**src/rtl/sprattr_scan_if.sv**
```systemverilog
// CPU register-window bus plus the per-line scan request and hit-record stream
// of the sprite attribute store. The slave modport is the store's view.
interface sprattr_scan_if #(
    parameter int SPR_BITS = 6
);
    logic [3:0]          io_addr;
    logic [7:0]          io_rddata;
    logic [7:0]          io_wrdata;
    logic                io_wren;
    logic                line_start;
    logic [7:0]          line;
    logic                hit_valid;
    logic                hit_ready;
    logic [SPR_BITS-1:0] hit_sel;
    logic [8:0]          hit_x;
    logic [8:0]          hit_idx;
    logic [3:0]          hit_row;
    logic [5:0]          hit_attr;
    logic                scan_busy;
    logic                scan_done;

    modport slave (
        input  io_addr, io_wrdata, io_wren, line_start, line, hit_ready,
        output io_rddata, hit_valid, hit_sel, hit_x, hit_idx, hit_row,
               hit_attr, scan_busy, scan_done
    );

    modport master (
        output io_addr, io_wrdata, io_wren, line_start, line, hit_ready,
        input  io_rddata, hit_valid, hit_sel, hit_x, hit_idx, hit_row,
               hit_attr, scan_busy, scan_done
    );
endinterface

```
**src/rtl/sprattr_scan.sv**
```systemverilog
// Sprite attribute store with a per-line evaluator streaming hit records.
// Optional: SPRATTR_AUTOINC_EN makes VSPRATTR writes advance VSPRSEL.
module sprattr_scan #(
    parameter int SPR_BITS     = 6,
    parameter int MAX_PER_LINE = 16
) (
    input  logic           clk,
    input  logic           reset_n,
    sprattr_scan_if.slave  bus
);
    localparam int NUM_SPR = 2 ** SPR_BITS;
    localparam logic [SPR_BITS-1:0] LAST = SPR_BITS'(NUM_SPR - 1);

    typedef struct packed {
        logic       en;
        logic       pri;
        logic [1:0] pal;
        logic       h16;
        logic       vflip;
        logic       hflip;
        logic [8:0] idx;
        logic [7:0] y;
        logic [8:0] x;
    } spr_t;

    typedef enum logic [1:0] {IDLE, SCAN, EMIT, FINISH} state_t;

    spr_t                mem [NUM_SPR];
    spr_t                cur, wr_ent, sent;
    logic [SPR_BITS-1:0] sprsel_r, cnt;
    logic                fld_wr;
    logic [7:0]          rd;

    state_t              state;
    logic [7:0]          line_r, dy;
    logic                hit;
    logic [3:0]          row;
    logic [5:0]          hit_count;
    logic                overflow;
    logic                hit_valid, scan_busy, scan_done;
    logic [SPR_BITS-1:0] hit_sel;
    logic [8:0]          hit_x, hit_idx;
    logic [3:0]          hit_row;
    logic [5:0]          hit_attr;

    assign cur    = mem[sprsel_r];
    assign sent   = mem[cnt];
    assign fld_wr = bus.io_wren && (bus.io_addr >= 4'h5) && (bus.io_addr <= 4'h9);

    // Field writes merge into the selected entry; the scan port sees the old
    // word during the write cycle because the array updates on the edge.
    always_comb begin
        wr_ent = cur;
        case (bus.io_addr)
            4'h5: wr_ent.x[7:0]   = bus.io_wrdata;
            4'h6: wr_ent.x[8]     = bus.io_wrdata[0];
            4'h7: wr_ent.y        = bus.io_wrdata;
            4'h8: wr_ent.idx[7:0] = bus.io_wrdata;
            4'h9: {wr_ent.en, wr_ent.pri, wr_ent.pal, wr_ent.h16,
                   wr_ent.vflip, wr_ent.hflip, wr_ent.idx[8]} = bus.io_wrdata;
            default: ;
        endcase
    end

    always_ff @(posedge clk)
        if (fld_wr) mem[sprsel_r] <= wr_ent;

    always_ff @(posedge clk or negedge reset_n) begin
        if (!reset_n)
            sprsel_r <= '0;
        else if (bus.io_wren && bus.io_addr == 4'h4)
            sprsel_r <= bus.io_wrdata[SPR_BITS-1:0];
`ifdef SPRATTR_AUTOINC_EN
        else if (bus.io_wren && bus.io_addr == 4'h9)
            sprsel_r <= sprsel_r + 1'b1;
`endif
    end

    always_comb begin
        rd = '0;
        case (bus.io_addr)
            4'h4: rd = 8'(sprsel_r);
            4'h5: rd = cur.x[7:0];
            4'h6: rd = {7'b0, cur.x[8]};
            4'h7: rd = cur.y;
            4'h8: rd = cur.idx[7:0];
            4'h9: rd = {cur.en, cur.pri, cur.pal, cur.h16, cur.vflip, cur.hflip, cur.idx[8]};
            4'hA: rd = {overflow, scan_busy, hit_count};
            default: rd = '0;
        endcase
    end
    assign bus.io_rddata = rd;

    // Evaluator: vertical distance wraps mod 256 so sprites straddle line 0.
    always_comb begin
        dy  = line_r - sent.y;
        hit = sent.en && (sent.h16 ? (dy < 8'd16) : (dy < 8'd8));
        if (!sent.vflip)   row = dy[3:0];
        else if (sent.h16) row = 4'd15 - dy[3:0];
        else               row = {1'b0, 3'd7 - dy[2:0]};
    end

    always_ff @(posedge clk or negedge reset_n) begin
        if (!reset_n) begin
            state     <= IDLE;
            line_r    <= '0;
            cnt       <= '0;
            hit_count <= '0;
            overflow  <= 1'b0;
            hit_valid <= 1'b0;
            scan_busy <= 1'b0;
            scan_done <= 1'b0;
            hit_sel   <= '0;
            hit_x     <= '0;
            hit_idx   <= '0;
            hit_row   <= '0;
            hit_attr  <= '0;
        end else if (bus.line_start) begin
            // Also the abort path: any pending record is dropped, no done pulse.
            state     <= SCAN;
            line_r    <= bus.line;
            cnt       <= '0;
            hit_count <= '0;
            overflow  <= 1'b0;
            hit_valid <= 1'b0;
            scan_busy <= 1'b1;
            scan_done <= 1'b0;
        end else begin
            case (state)
                IDLE: ;
                SCAN: begin
                    if (hit && hit_count < 6'(MAX_PER_LINE)) begin
                        hit_sel   <= cnt;
                        hit_x     <= sent.x;
                        hit_idx   <= sent.idx;
                        hit_row   <= row;
                        hit_attr  <= {sent.pri, sent.pal, sent.h16, sent.vflip, sent.hflip};
                        hit_valid <= 1'b1;
                        state     <= EMIT;
                    end else if (hit) begin
                        overflow  <= 1'b1;
                        scan_done <= 1'b1;
                        state     <= FINISH;
                    end else if (cnt == LAST) begin
                        scan_done <= 1'b1;
                        state     <= FINISH;
                    end else begin
                        cnt <= cnt + 1'b1;
                    end
                end
                EMIT: begin
                    if (bus.hit_ready) begin
                        hit_valid <= 1'b0;
                        hit_count <= hit_count + 1'b1;
                        if (cnt == LAST) begin
                            scan_done <= 1'b1;
                            state     <= FINISH;
                        end else begin
                            cnt   <= cnt + 1'b1;
                            state <= SCAN;
                        end
                    end
                end
                FINISH: begin
                    scan_done <= 1'b0;
                    scan_busy <= 1'b0;
                    state     <= IDLE;
                end
                default: state <= IDLE;
            endcase
        end
    end

    assign bus.hit_valid = hit_valid;
    assign bus.hit_sel   = hit_sel;
    assign bus.hit_x     = hit_x;
    assign bus.hit_idx   = hit_idx;
    assign bus.hit_row   = hit_row;
    assign bus.hit_attr  = hit_attr;
    assign bus.scan_busy = scan_busy;
    assign bus.scan_done = scan_done;
endmodule
```
**src/flat_wrapper.sv**
```systemverilog
// flat-port wrapper written by rule: the top's interface ports become plain ports
module sprattr_scan_flat 
#(
    parameter int SPR_BITS     = 6,
    parameter int MAX_PER_LINE = 16
)
  (clk, reset_n, bus_io_addr, bus_io_wrdata, bus_io_wren, bus_line_start, bus_line, bus_hit_ready, bus_io_rddata, bus_hit_valid, bus_hit_sel, bus_hit_x, bus_hit_idx, bus_hit_row, bus_hit_attr, bus_scan_busy, bus_scan_done);
  sprattr_scan_if #(.SPR_BITS(SPR_BITS)) bus_i ();
  input  logic clk;
  input  logic reset_n;
  input wire logic [$bits(bus_i.io_addr)-1:0] bus_io_addr;
  input wire logic [$bits(bus_i.io_wrdata)-1:0] bus_io_wrdata;
  input wire logic [$bits(bus_i.io_wren)-1:0] bus_io_wren;
  input wire logic [$bits(bus_i.line_start)-1:0] bus_line_start;
  input wire logic [$bits(bus_i.line)-1:0] bus_line;
  input wire logic [$bits(bus_i.hit_ready)-1:0] bus_hit_ready;
  output wire logic [$bits(bus_i.io_rddata)-1:0] bus_io_rddata;
  output wire logic [$bits(bus_i.hit_valid)-1:0] bus_hit_valid;
  output wire logic [$bits(bus_i.hit_sel)-1:0] bus_hit_sel;
  output wire logic [$bits(bus_i.hit_x)-1:0] bus_hit_x;
  output wire logic [$bits(bus_i.hit_idx)-1:0] bus_hit_idx;
  output wire logic [$bits(bus_i.hit_row)-1:0] bus_hit_row;
  output wire logic [$bits(bus_i.hit_attr)-1:0] bus_hit_attr;
  output wire logic [$bits(bus_i.scan_busy)-1:0] bus_scan_busy;
  output wire logic [$bits(bus_i.scan_done)-1:0] bus_scan_done;
  assign bus_i.io_addr = bus_io_addr;
  assign bus_i.io_wrdata = bus_io_wrdata;
  assign bus_i.io_wren = bus_io_wren;
  assign bus_i.line_start = bus_line_start;
  assign bus_i.line = bus_line;
  assign bus_i.hit_ready = bus_hit_ready;
  assign bus_io_rddata = bus_i.io_rddata;
  assign bus_hit_valid = bus_i.hit_valid;
  assign bus_hit_sel = bus_i.hit_sel;
  assign bus_hit_x = bus_i.hit_x;
  assign bus_hit_idx = bus_i.hit_idx;
  assign bus_hit_row = bus_i.hit_row;
  assign bus_hit_attr = bus_i.hit_attr;
  assign bus_scan_busy = bus_i.scan_busy;
  assign bus_scan_done = bus_i.scan_done;
  sprattr_scan #(.SPR_BITS(SPR_BITS), .MAX_PER_LINE(MAX_PER_LINE)) u_core (.clk(clk), .reset_n(reset_n), .bus(bus_i));
endmodule
```
**config.mk**
```make
export PLATFORM = sky130hd
export DESIGN_NAME = sprattr_scan_flat
export DESIGN_NICKNAME = d
export VERILOG_FILES = /design/src/rtl/sprattr_scan_if.sv /design/src/rtl/sprattr_scan.sv /design/src/flat_wrapper.sv
export SDC_FILE = /design/constraint.sdc
export NUM_CORES = 2
export LEC_CHECK = 0
export CAP_MARGIN = 40
export CORE_MARGIN = 4
export CORE_UTILIZATION = 60
export CTS_CLUSTER_SIZE = 8
export DETAILED_ROUTE_END_ITERATION = 6
export GPL_TIMING_DRIVEN = 1
export PLACE_DENSITY_LB_ADDON = 0.15
export SETUP_SLACK_MARGIN = 0.05
export SYNTH_ARGS = -nofsm -noshare
export SYNTH_HDL_FRONTEND = slang
export SYNTH_SLANG_ARGS = --single-unit
```
**constraint.sdc**
```tcl
create_clock -name clk -period 9.9 [get_ports clk]
set_input_delay 2.475 -clock clk [delete_from_list [all_inputs] [get_ports clk]]
set_output_delay 2.475 -clock clk [all_outputs]
set_load 0.1 [all_outputs]
```
==> reports/results.ini <==
[cells_and_area]
drive_gt1_frac=0.268
final_nets=5558
stdcell_area_sq_um=111000
fillCellCount=9637
final_common_cell=edfxtp_1
area_growth_pct=15.2
layout_common_cells=edfxtp_1, mux4_2, a22oi_1
fin_cells=7778

[synth]
ys_seq_elements=2178
synth_edf_count=2112
avgSynthCellArea_sq_um=18.3
synth_cell_types=71
yosysSeqAreaShare=0.674
yosys_warnings=0
synth_area_sq_um=96600
synthCells=5277
ys_async_sr_fraction=0.0303
synth_nets=5313
ys.flop_type=edfxtp_1

[setup_path]
cp.arrival_ns=5.79
required_ns=7.43
setup.worst_path.start=u_core.sprsel_r[0]
critical_path.max_fanout=56
worstReg2RegStart=u_core.cnt[1]
crit_path_end_kind=primary output
crit_type=reg -> out
startpoint_type=flop

[placed_design]
placed_cell_area_sq_um=103000
post-place-ws_ns=2.48
dp.cells=7344
post-dp-hpwl_um=201000
portBuffers=69
gp_congestion=0.926

[sta]
fin_crit_ns=8.27
hold_viol=0
worst_pin_slew_ns=1.04
rsz0062_at_grt=false
finClkSkew_ns=0.0393
fin_crit_sh=0.835
setup_viol=0
drv_slew=0
worst_hold_slack_ns=0.502
relSlewSlack=0.304
setup_ws_ns=1.63
max_freq_mhz=121
tns_ns=0

[drt]
vias=65300
wl_per_cell_um=45.8
via_per_inst=8.39
firstDrtPassIters=7
initialDrtViolationCount=13000
drt-total-wl_um=356000
drc=3
final_antenna_net_count=0

[floorplan]
core_area_sq_um=159000
dieArea_sq_um=167000
io-pin-count=70
start_util=0.607
die_y_um=409
num_rows=146
die_w_um=409

[power_and_ir_drop]
pwr-share-seq=0.388
p_int_w=0.0214
p_sw_w=0.0101
p_leak_nw=34.2
pwr-share-clk=0.309
cellPowerDensity_nw_per_um2=282
combPwrFrac=0.303
switching_share=0.320
ir_worst_vdd_v=0.000235

[clock_tree]
htree_levels=5
clk_latency_ns=0.94
post-cts-setup-buffers=0
ctsResizeCount=0
tritoncts=built
hold_buffers=0
root_buffer=clkbuf_16
clock_sinks=2178
cts_buffers=322
cts_buffer_depth=4
clk_pin_slew_ns=0.06

[grt]
grt-ovfl-total=0
antenna_found_initial=11
grt_pass1_wl_um=491000
grt_pass1_vias=63400
grt_max_degree=95
grt_usage=0.422

[status]
status=finished, violations left
violations=DRC

[worst_hold_path]
min_path_type=reg -> reg
holdCritStartpoint=u_core.bus.hit_idx[8]

[run]
cap_violations=0

==> worst max-delay path, cell delays in order (launching register included) <==
cell     delay (ns)
dfrtp_2        0.76
buf_4          0.45
and3b_4        0.81
buf_12         0.42
buf_4          0.51
a22oi_1        0.17
a31oi_1        0.23
a21oi_1        0.08
and4_1         0.45
o22ai_1        0.31
nor2_1         0.06
o21ai_0        0.15
buf_4          0.37
==> power groups by stage <==
stage | Clock (W) | Sequential [W] | Combinational (W)
2_1_floorplan | 0 | 0.0128 | 0.00533
5_1_grt | 0.0102 | 0.0122 | 0.00978
6_report | 0.00970 | 0.0122 | 0.00952
4_1_cts | 0.00970 | 0.0122 | 0.00923
3_5_place_dp | 0 | 0.0124 | 0.00920
3_3_place_gp | 0 | 0.0124 | 0.00871
==> state kept, by name (all words and copies together), names as in the netlist <==
signal,cells
u_core.mem,2112
u_core.bus.hit_idx,9
u_core.bus.hit_x,9
u_core.line_r,8
u_core.bus.hit_attr,6
u_core.bus.hit_sel,6
u_core.cnt,6
u_core.hit_count,6
u_core.sprsel_r,6
u_core.bus.hit_row,4
u_core.state,2
u_core.bus.hit_valid,1
u_core.bus.scan_busy,1
u_core.bus.scan_done,1
u_core.overflow,1
==> synth_stat cells, drive strengths merged (3+ instances only) <==
| cell type | instances | area, sq um |
|---|---|---|
| and3 | 17 | 106 |
| nor2b | 12 | 75.1 |
| nand3 | 37 | 185 |
| buf | 167 | 847 |
| nor3b | 7 | 52.6 |
| a211oi | 3 | 22.5 |
| nand2b | 10 | 62.6 |
| nor2 | 144 | 541 |
| a22o | 191 | 1670 |
| o21ai | 41 | 205 |
| mux4 | 674 | 15200 |
| or3 | 13 | 81.3 |
| xnor2 | 7 | 68.8 |
| clkbuf | 273 | 1030 |
| and3b | 4 | 35.0 |
| nand4 | 53 | 332 |
| a41oi | 3 | 26.3 |
| nand2 | 52 | 195 |
| a222oi | 16 | 160 |
| nor4 | 22 | 138 |
| and4 | 8 | 70.1 |
| inv | 15 | 56.3 |
| a221o | 3 | 30.0 |
| a31oi | 164 | 1030 |
| dfrtp | 66 | 1650 |
| mux2 | 75 | 950 |
| o211ai | 4 | 30.0 |
| a221oi | 203 | 1780 |
| edfxtp | 2112 | 63400 |
| xor2 | 5 | 43.8 |
| o22ai | 14 | 87.6 |
| o21a | 3 | 22.5 |
| o22a | 3 | 26.3 |
| a22oi | 616 | 4620 |
| a21oi | 118 | 591 |
| and2 | 5 | 31.3 |
| a21o | 4 | 30.0 |
| ha | 10 | 125 |
| mux2i | 45 | 450 |
| nand3b | 4 | 30.0 |
| nor3 | 13 | 65.1 |
| or4 | 10 | 75.1 |
==> logic make-up after synthesis <==
group | count (synthesis) | share of synthesized area
adder cells (fa/ha/maj) | 11 | 0.00150
XOR/XNOR | 12 | 0.00117
AND/OR/NAND/NOR | 418 | 0.0221
buffers and inverters | 459 | 0.0203
flip-flops | 2178 | 0.674
AO/OA/AOI/OAI | 1405 | 0.109
multiplexers | 794 | 0.172
==> metal layers <==
| metal | part of all wire | routed length [um] | GRT usage |
|---|---|---|---|
| met1 | 0.31 | 111000 | 0.542 |
| met2 | 0.42 | 151000 | 0.593 |
| met3 | 0.19 | 67700 | 0.194 |
| met4 | 0.075 | 26700 | 0.254 |
| met5 | 0.000045 | 16 | 0 |
==> path summary, 6_finish.rpt <==
path                                         end  slack [ns]  cells past startpoint
hold reg to reg            u_core.bus.hit_idx[8]        0.50                      1
setup reg to reg           u_core.bus.hit_idx[2]        3.00                     16
min in group asynchronous  u_core.bus.hit_idx[0]        1.51                      1
max in group asynchronous          u_core.cnt[0]        7.27                      2
hold / removal             u_core.bus.hit_idx[8]        0.50                      1
setup / recovery                bus_io_rddata[5]        1.63                     12
==> area by class of cell <==
class | count | area [sq um] | area share
inverter | 16 | 62.6 | 0.000562
antenna | 14 | 35.0 | 0.000315
clock buffer | 414 | 8570 | 0.0770
timing repair buffer | 364 | 4270 | 0.0384
tap | 2146 | 2690 | 0.0241
clock inverter | 6 | 58.8 | 0.000528
multi-input combinational | 2640 | 30500 | 0.274
sequential | 2178 | 65100 | 0.585
==> stage by stage <==
| stage | total power [W] | utilization |
|---|---|---|
| 2_1_floorplan | 0.0181 | - |
| 3_3_place_gp | 0.0211 | 0.634 |
| 3_5_place_dp | 0.0216 | 0.645 |
| 4_1_cts | 0.0311 | 0.699 |
| 5_1_grt | 0.0322 | 0.699 |
| 6_report | 0.0314 | 0.699 |
Power figures use the tool's default switching activity.
